File: config.mk
export PLATFORM = sky130hd
export DESIGN_NAME = dut_bus_initiator
export DESIGN_NICKNAME = d
export VERILOG_FILES = /design/src/rtl/dut_if_pkg.sv /design/src/rtl/dut_bus_initiator.sv
export SDC_FILE = /design/constraint.sdc
export NUM_CORES = 1
export LEC_CHECK = 0
export CORE_AREA = 2 2 39 41
export CTS_BUF_LIST = sky130_fd_sc_hd__clkbuf_8
export DETAILED_ROUTE_END_ITERATION = 16
export DIE_AREA = 0 0 41 43
export PLACE_DENSITY = 0.7
export SLEW_MARGIN = 20
export SYNTH_ARGS = -nofsm -noshare
export SYNTH_HDL_FRONTEND = slang
export SYNTH_SLANG_ARGS = --single-unit
export TNS_END_PERCENT = 20
File: constraint.sdc
create_clock -name CLK -period 1.6 [get_ports CLK]
set_clock_uncertainty 0.05 [all_clocks]
set_input_delay 0.32 -clock CLK [delete_from_list [all_inputs] [get_ports CLK]]
set_output_delay 0.32 -clock CLK [all_outputs]
set_load 0.005 [all_outputs]
File: src/rtl/dut_if_pkg.sv
// Shared definitions for the dut write/read method interface: default widths,
// initiator state encoding and the dut register map.
package dut_if_pkg;

  localparam int unsigned ADDR_W_DEF = 3;
  localparam int unsigned DATA_W_DEF = 1;

  typedef enum logic [1:0] {
    ST_IDLE  = 2'd0,
    ST_ISSUE = 2'd1,
    ST_RESP  = 2'd2
  } state_e;

  localparam logic [2:0] ADDR_STATUS0 = 3'd0;
  localparam logic [2:0] ADDR_STATUS1 = 3'd1;
  localparam logic [2:0] ADDR_STATUS2 = 3'd2;
  localparam logic [2:0] ADDR_STATUS3 = 3'd3;
  localparam logic [2:0] ADDR_A_DATA  = 3'd4;
  localparam logic [2:0] ADDR_B_DATA  = 3'd5;

endpackage

File: src/rtl/dut_bus_initiator.sv
// Single-outstanding command initiator driving the dut write_*/read_* methods.
// Optional ISSUE-phase rdy timeout enabled by macro DUT_BUS_INITIATOR_TIMEOUT_EN.
module dut_bus_initiator
  import dut_if_pkg::*;
#(
  parameter int unsigned ADDR_W = ADDR_W_DEF,
  parameter int unsigned DATA_W = DATA_W_DEF
`ifdef DUT_BUS_INITIATOR_TIMEOUT_EN
  ,
  parameter int unsigned TIMEOUT = 16
`endif
) (
  input  logic              CLK,
  input  logic              RST_N,
  input  logic              cmd_valid,
  output logic              cmd_ready,
  input  logic              cmd_write,
  input  logic [ADDR_W-1:0] cmd_addr,
  input  logic [DATA_W-1:0] cmd_wdata,
  output logic              rsp_valid,
  input  logic              rsp_ready,
  output logic [DATA_W-1:0] rsp_data,
  output logic              rsp_err,
  output logic [ADDR_W-1:0] write_address,
  output logic [DATA_W-1:0] write_data,
  output logic              write_en,
  input  logic              write_rdy,
  output logic [ADDR_W-1:0] read_address,
  output logic              read_en,
  input  logic [DATA_W-1:0] read_data,
  input  logic              read_rdy
);

  state_e              r_state;
  state_e              w_state_nxt;
  logic                r_is_write;
  logic [ADDR_W-1:0]   r_addr;
  logic [DATA_W-1:0]   r_wdata;
  logic [DATA_W-1:0]   r_rsp_data;
  logic                w_cmd_ready;
  logic                w_write_en;
  logic                w_read_en;
  logic                w_handshake;
  logic                w_accept;
  logic                w_timeout;

  assign w_accept = (r_state == ST_IDLE) && cmd_valid;

`ifdef DUT_BUS_INITIATOR_TIMEOUT_EN
  logic [7:0] r_wait_cnt;
  logic       r_rsp_err;

  // Expires on the TIMEOUT-th ISSUE cycle that sees no handshake.
  assign w_timeout = (r_state == ST_ISSUE) && (r_wait_cnt == 8'(TIMEOUT - 1));

  // Wait counter: restarts on every accepted command, saturates at 8'hFF.
  always_ff @(posedge CLK or negedge RST_N) begin
    if (!RST_N) begin
      r_wait_cnt <= 8'd0;
    end else if (w_accept) begin
      r_wait_cnt <= 8'd0;
    end else if ((r_state == ST_ISSUE) && !w_handshake && (r_wait_cnt != 8'hFF)) begin
      r_wait_cnt <= r_wait_cnt + 8'd1;
    end
  end

  // Error flag captured alongside the response payload.
  always_ff @(posedge CLK or negedge RST_N) begin
    if (!RST_N) begin
      r_rsp_err <= 1'b0;
    end else if ((r_state == ST_ISSUE) && w_handshake) begin
      r_rsp_err <= 1'b0;
    end else if (w_timeout) begin
      r_rsp_err <= 1'b1;
    end
  end

  assign rsp_err = r_rsp_err;
`else
  assign w_timeout = 1'b0;
  assign rsp_err   = 1'b0;
`endif

  // State register.
  always_ff @(posedge CLK or negedge RST_N) begin
    if (!RST_N) begin
      r_state <= ST_IDLE;
    end else begin
      r_state <= w_state_nxt;
    end
  end

  // Next state and bus enables; enables only ever follow the matching rdy.
  always_comb begin
    w_state_nxt = r_state;
    w_cmd_ready = 1'b0;
    w_write_en  = 1'b0;
    w_read_en   = 1'b0;
    w_handshake = 1'b0;
    case (r_state)
      ST_IDLE: begin
        w_cmd_ready = 1'b1;
        if (cmd_valid) begin
          w_state_nxt = ST_ISSUE;
        end else begin
          w_state_nxt = ST_IDLE;
        end
      end
      ST_ISSUE: begin
        w_write_en  = r_is_write & write_rdy;
        w_read_en   = ~r_is_write & read_rdy;
        w_handshake = w_write_en | w_read_en;
        if (w_handshake || w_timeout) begin
          w_state_nxt = ST_RESP;
        end else begin
          w_state_nxt = ST_ISSUE;
        end
      end
      ST_RESP: begin
        if (rsp_ready) begin
          w_state_nxt = ST_IDLE;
        end else begin
          w_state_nxt = ST_RESP;
        end
      end
      default: begin
        w_state_nxt = ST_IDLE;
      end
    endcase
  end

  // Command latch and response payload.
  always_ff @(posedge CLK or negedge RST_N) begin
    if (!RST_N) begin
      r_is_write <= 1'b0;
      r_addr     <= '0;
      r_wdata    <= '0;
      r_rsp_data <= '0;
    end else begin
      if (w_accept) begin
        r_is_write <= cmd_write;
        r_addr     <= cmd_addr;
        r_wdata    <= cmd_wdata;
      end
      if ((r_state == ST_ISSUE) && w_handshake) begin
        r_rsp_data <= r_is_write ? '0 : read_data;
      end else if (w_timeout) begin
        r_rsp_data <= '0;
      end
    end
  end

  assign cmd_ready     = w_cmd_ready;
  assign rsp_valid     = (r_state == ST_RESP);
  assign rsp_data      = r_rsp_data;
  assign write_address = r_addr;
  assign read_address  = r_addr;
  assign write_data    = r_wdata;
  assign write_en      = w_write_en;
  assign read_en       = w_read_en;

endmodule

==> results of run 1 <==
cell families after synthesis:
| group | synth area share (%) |
|---|---|
| other cells | 0.882 |
| simple gates | 16.2 |
| buf+inv | 10.6 |
| mux | 17.6 |
| compound gates | 7.65 |
| flops | 47.1 |
worst reg2reg max path, delay by kind of cell (launching register included):
family                 cells  cell delay, ns
flip-flops                 1            0.37
AND/OR/NAND/NOR            2            0.35
buffers and inverters      1            0.14
multiplexers               1            0.31
repair_timing:
action / CTS / global route
setup endpoints to repair: 4 / 2
gates resized for setup: 4 / 3
pin swaps: 0 / 0
registers in the layout (all words and copies together), names as in the netlist:
signal and cells:
r_state 2, read_address 3, r_is_write 1, write_data 1
rsp_data 1
power groups by stage:
stage / combinational, mW / clock, mW / sequential (mW)
floorplan: 0.368 / 0 / 0.380
global placement: 0.691 / 0 / 0.384
detailed placement: 0.696 / 0 / 0.385
CTS: 0.678 / 0.243 / 0.384
global route: 0.723 / 0.251 / 0.398
finish: 0.666 / 0.235 / 0.380
layer usage:
layer  track usage, %  vias up  part of all wire [%]  wire, um
met4             10.0        0                     0         0
li1                 -      166                     -         -
met3             3.14        0                   2.5        22
met2             17.5        7                    55       486
met5                0        -                     0         0
met1             14.5      168                    42       376
layout by cell type (no fill, tap or decap):
cell type and instances:
clkdlybuf4s50_1 19, dfrtp_1 8, mux2_4 5, buf_4 4, nor2_1 3, clkbuf_8 3, and2b_1 2, nand2_1 2
nor2b_1 2, o21ai_0 2, dlygate4sd2_1 2, inv_1 1, nand2b_1 1, a22o_1 1, or2b_1 1, and2_4 1
o21bai_1 1, a31oi_1 1, conb_1 1, clkdlybuf4s15_1 1, clkbuf_2 1
final cells by class:
cell class,instances,area (um2)
fillers,132,686
clock buffers,3,41.3
repair buffers,27,253
flip-flops and latches,8,200
well taps,16,20.0
inverters,1,3.75
multi-input cells,23,180
through the flow:
stage	util (%)	worst slack, ns	instance area (um2)	total power, mW
global placement	48.0	-0.238	664	1.08
CTS	50.6	0.0171	701	1.30
finish	50.5	0.0502	698	1.28
floorplan	-	0.337	425	0.748
global route	50.5	0.00420	698	1.37
detailed placement	48.0	-0.248	664	1.08
worst max path at each step:
stage	startpoint	end	slack [ns]	cells after the start
after floorplan	r_state[1]$_DFF_PN0_	r_is_write$_DFFE_PN0P_	0.34	4
after detailed placement	write_rdy	write_en	-0.25	4
final	read_rdy	read_en	0.05	4
after global placement	read_rdy	read_en	-0.24	4
after global routing	read_rdy	read_en	0.004	4
after CTS	write_rdy	write_en	0.02	4
==> results.py, run 1 <==
metrics = {
    "grt": {
        "antenna_found_initial": 0,
        "grt_pass1_wl_mm": 1.41,
        "grt_pass1_vias": 352,
        "grt-ovfl-total": 0,
        "grt_max_degree": 9,
        "grt_use_total_pct": 12.2,
    },
    "layout": {
        "syn_to_final_growth_pct": 64.1,
        "drive_gt1_share_pct": 22.6,
        "num_antenna_cells": 0,
        "layout.nets": 76,
        "stdcell_count": 78,
    },
    "clock_network": {
        "cts_tree": "yes",
        "cts.sinks": 8,
        "ctsHoldBuffers": 0,
        "cts_made_buffers": 3,
        "clockBufferDepth": 2,
        "cts-htree-levels": 1,
        "clock_latency_ns": 0.22,
        "clk_pin_slew_ns": 0.04,
        "root_buffer": "clkbuf_8",
        "postCtsSetupBuffers": 0,
    },
    "routing": {
        "detail-route-antenna-nets": 0,
        "drc_errors": 0,
        "dr.pass1.iters": 1,
        "initialDrtViolationCount": 0,
        "wire_per_inst_um": 11.4,
        "vias_per_cell": 4.37,
        "vias": 341,
        "wl_um": 886,
    },
    "run_status": {
        "outcome": "finished, final reports clean",
    },
    "timing": {
        "tns_ns": 0,
        "fmax_mhz": 645,
        "rsz0062_at_grt": "false",
        "slew_violations": 0,
        "fin_hold_ws_ns": 0.328,
        "finalCritPeriodShare_pct": 96.9,
        "final_hold_viol_count": 0,
        "report.final.setup_viol": 0,
        "fin_crit_ns": 1.55,
    },
    "floorplanning": {
        "dieArea_um2": 1760,
        "io_pins": 25,
        "start_util_pct": 30.7,
        "die_h_um": 43,
        "rows": 14,
        "core_area_um2": 1380,
        "fp.dieW_um": 41,
    },
    "power": {
        "combPwrFrac_pct": 52.0,
        "p_switching_mw": 0.352,
        "power_density_nw_per_um2": 1840,
        "leakagePower_nw": 0.326,
        "p_seq_share_pct": 29.7,
        "vdd_ir_drop_max_mv": 0.725,
        "netSwitchingFraction_pct": 27.5,
        "clkPwrFrac_pct": 18.4,
        "internal-power_mw": 0.930,
    },
    "setup_path": {
        "reg2regPathDepth": 4,
        "reg2reg_to": "r_is_write$_DFFE_PN0P_",
        "crit_family": "buffers and inverters",
        "cp_slowest_cell": "clkdlybuf4s50_1",
        "start_kind": "primary input",
        "cp.arrival_ns": 1.18,
        "cp_num_buf_inv": 2,
        "crit_required_ns": 1.23,
        "r2r_start": "r_state[1]$_DFF_PN0_",
        "path_max_fanout": 2,
        "max_stage_delay_ns": 0.48,
        "path_class": "primary input to output port",
        "cp-end-kind": "output port",
        "reg2reg_slack_ns": 0.27,
        "cp_cell_sequence": "clkdlybuf4s50_1 > nand2b_1 > nor2_1 > clkdlybuf4s15_1",
    },
    "place": {
        "dp_cells": 75,
        "io_buffers": 23,
        "dp.final_hpwl_um": 688,
        "place_congestion": 0.710,
    },
    "synthesis": {
        "synth_area_um2": 425,
        "synth_top_area_share_pct": 47.1,
        "syn_nets": 49,
        "synth_area_per_cell_um2": 11.5,
        "ys_warn_count": 0,
        "ys.flop_type": "dfrtp_1",
        "synth_area_leader_cell": "dfrtp_1",
        "synth_cell_types": 17,
        "ys_top_cells_by_count": "dfrtp_1 (8), mux2_4 (5), buf_4 (4)",
        "ys_seq_area_share_pct": 47.1,
        "synth_edf_count": 0,
        "async_reset_ff_share_pct": 100,
        "ys_top_cells_by_area": "dfrtp_1 (47%), mux2_4 (18%), buf_4 (7.1%)",
        "yosysMostFrequentCell": "dfrtp_1",
        "syn_inst": 37,
        "ys_seq_elements": 8,
    },
    "worst_hold_path": {
        "min_path_type": "primary input to async pin",
    },
    "job": {
        "maxCapViolCount": 0,
    },
}
No activity file was read; power rests on OpenSTA's default activity.
==> run 2: changes to the inputs <==
--- a/config.mk
+++ b/config.mk
@@ -7,2 +7,3 @@
 export LEC_CHECK = 0
+export ABC_CLOCK_PERIOD_IN_PS = 1600
 export CORE_AREA = 2 2 39 41
==> constraint.sdc (replaced) <==
create_clock -name CLK -period 1.6 [get_ports CLK]
set_clock_uncertainty 0.05 [all_clocks]
set_input_delay 0.24 -clock CLK [delete_from_list [all_inputs] [get_ports CLK]]
set_output_delay 0.24 -clock CLK [all_outputs]
set_load 0.005 [all_outputs]
==> run 2 against run 1 <==
Compared with the run above:
- first-iteration DRC count up 3
- cell area up 1.8%
- routed wire length up 1.9%
- sequential power about the same
- total power up 2.2%
- fmax up 5.1%
- cell count up 1.3%
- die area unchanged
- clock power about the same
- register-to-register slack about the same
- critical endpoint is now write_en
- largest cell class unchanged
- highest routed layer unchanged
==> results.py, run 2 (synthesis gave the netlist of run 1 again) <==
metrics = {
    "run_status": {
        "outcome": "finished, final reports clean",
    },
    "floorplanning": {
        "rows": 14,
        "dieArea_um2": 1760,
        "die_h_um": 43,
        "core_area_um2": 1380,
        "fp.dieW_um": 41,
        "start_util_pct": 30.7,
        "io_pins": 25,
    },
    "layout": {
        "largest_reg_flops": 3,
        "num_antenna_cells": 0,
        "layout.nets": 77,
        "final_common_cell": "clkdlybuf4s50_1",
        "mostFrequentLayoutCells": "clkdlybuf4s50_1 (19), dfrtp_1 (8), mux2_4 (5), buf_4 (5), dlygate4sd2_1 (4)",
        "drive_gt1_share_pct": 23.8,
        "stdcell_count": 79,
        "syn_to_final_growth_pct": 67.1,
    },
    "timing": {
        "setup_slack_ns": 0.125,
        "rsz0062_at_grt": "false",
        "final_hold_viol_count": 0,
        "slew_violations": 0,
        "finalCritPeriodShare_pct": 92.2,
        "fin_crit_ns": 1.48,
        "fmax_mhz": 678,
        "report.final.setup_viol": 0,
        "tns_ns": 0,
    },
    "power": {
        "combPwrFrac_pct": 53.1,
        "vdd_ir_drop_max_mv": 0.749,
        "p_switching_mw": 0.362,
        "clkPwrFrac_pct": 18.0,
        "netSwitchingFraction_pct": 27.6,
        "power_density_nw_per_um2": 1840,
        "p_seq_share_pct": 28.9,
        "leakagePower_nw": 0.338,
        "internal-power_mw": 0.948,
    },
    "routing": {
        "initialDrtViolationCount": 3,
        "wire_per_inst_um": 11.4,
        "wl_met3_um": 34,
        "drc_errors": 0,
        "detail-route-antenna-nets": 0,
        "vias": 339,
        "vias_per_cell": 4.29,
        "wl_met2_um": 466,
        "dr.pass1.iters": 2,
        "wl_met1_um": 401,
        "wl_um": 903,
        "highest_layer": "met3",
    },
    "setup_path": {
        "cp.arrival_ns": 1.19,
        "cp_num_buf_inv": 1,
        "crit_required_ns": 1.31,
        "cp_slowest_cell": "dfrtp_1",
        "path_class": "flip-flop to output port",
        "path_max_fanout": 3,
        "cp-end-kind": "output port",
        "cp_cell_sequence": "or2b_1 > nor2_1 > dlygate4sd2_1",
        "crit_family": "flip-flops",
        "max_stage_delay_ns": 0.38,
        "start_kind": "flip-flop",
    },
    "grt": {
        "grt_max_degree": 9,
        "grt-ovfl-total": 0,
        "antenna_found_initial": 0,
        "grt_use_total_pct": 12.6,
        "grt_pass1_wl_mm": 1.46,
        "grt_pass1_vias": 329,
    },
    "place": {
        "place_congestion": 0.694,
        "io_buffers": 23,
        "place_ws_ns": -0.0940,
        "dp.final_hpwl_um": 661,
        "dp_cells": 74,
    },
    "clock_network": {
        "clk_pin_slew_ns": 0.04,
        "root_buffer": "clkbuf_8",
        "clockBufferDepth": 2,
        "cts-htree-levels": 1,
        "cts_made_buffers": 3,
        "cts.sinks": 8,
        "cts_tree": "yes",
        "clock_latency_ns": 0.22,
    },
    "worst_hold_path": {
        "min_path_type": "primary input to async pin",
    },
    "job": {
        "maxCapViolCount": 0,
    },
}
-- run 2: cell type report --
class / instances / area [um2]
well taps: 16 / 20.0
multi-input cells: 23 / 183
flip-flops and latches: 8 / 200
repair buffers: 28 / 263
clock buffers: 3 / 41.3
inverters: 1 / 3.75
fillers: 129 / 673
-- run 2: final timing paths --
check                                  startpoint                           to  slack, ns  depth (start not counted)
max                          r_state[1]$_DFF_PN0_                     write_en       0.12                          3
min                                         RST_N  read_address[0]$_DFFE_PN0P_       0.25                          1
max reg2reg                  r_state[1]$_DFF_PN0_  read_address[0]$_DFFE_PN0P_       0.28                          4
min reg2reg                write_data$_DFFE_PN0P_       write_data$_DFFE_PN0P_       0.45                          1
max in group asynchronous                   RST_N         rsp_data$_DFFE_PN0P_       0.98                          1
min in group CLK           write_data$_DFFE_PN0P_       write_data$_DFFE_PN0P_       0.45                          1
-- run 2: per-stage QoR --
step                      total power, mW  area [um2]  hold WS (ns)  utilization [%]
final                                1.31         711         0.252             51.4
after global routing                 1.40         711         0.284             51.4
after CTS                            1.33         711         0.261             51.4
after detailed placement             1.06         657         0.449             47.5
after global placement               1.06         657         0.446             47.5
after floorplan                     0.748         425        -0.106                -
-- run 2: timing repair --
item,in CTS,in global routing
hold buffers,0,0
buffers inserted,2,0
setup endpoints to repair,3,0
hold endpoints to repair,0,0
resized for setup,5,0
-- run 2: per-layer routing --
| layer | global-route usage (%) | vias to the layer above |
|---|---|---|
| met5 | 0 | - |
| met4 | 10.0 | 0 |
| met3 | 1.57 | 0 |
| met2 | 18.1 | 7 |
| met1 | 15.9 | 161 |
| li1 | - | 171 |
-- run 2: power groups by stage --
| stage | clock (mW) | combinational (mW) | sequential [mW] |
|---|---|---|---|
| floorplan | 0 | 0.368 | 0.380 |
| global route | 0.256 | 0.752 | 0.390 |
| CTS | 0.244 | 0.706 | 0.377 |
| finish | 0.236 | 0.696 | 0.378 |
| detailed placement | 0 | 0.671 | 0.391 |
| global placement | 0 | 0.670 | 0.387 |
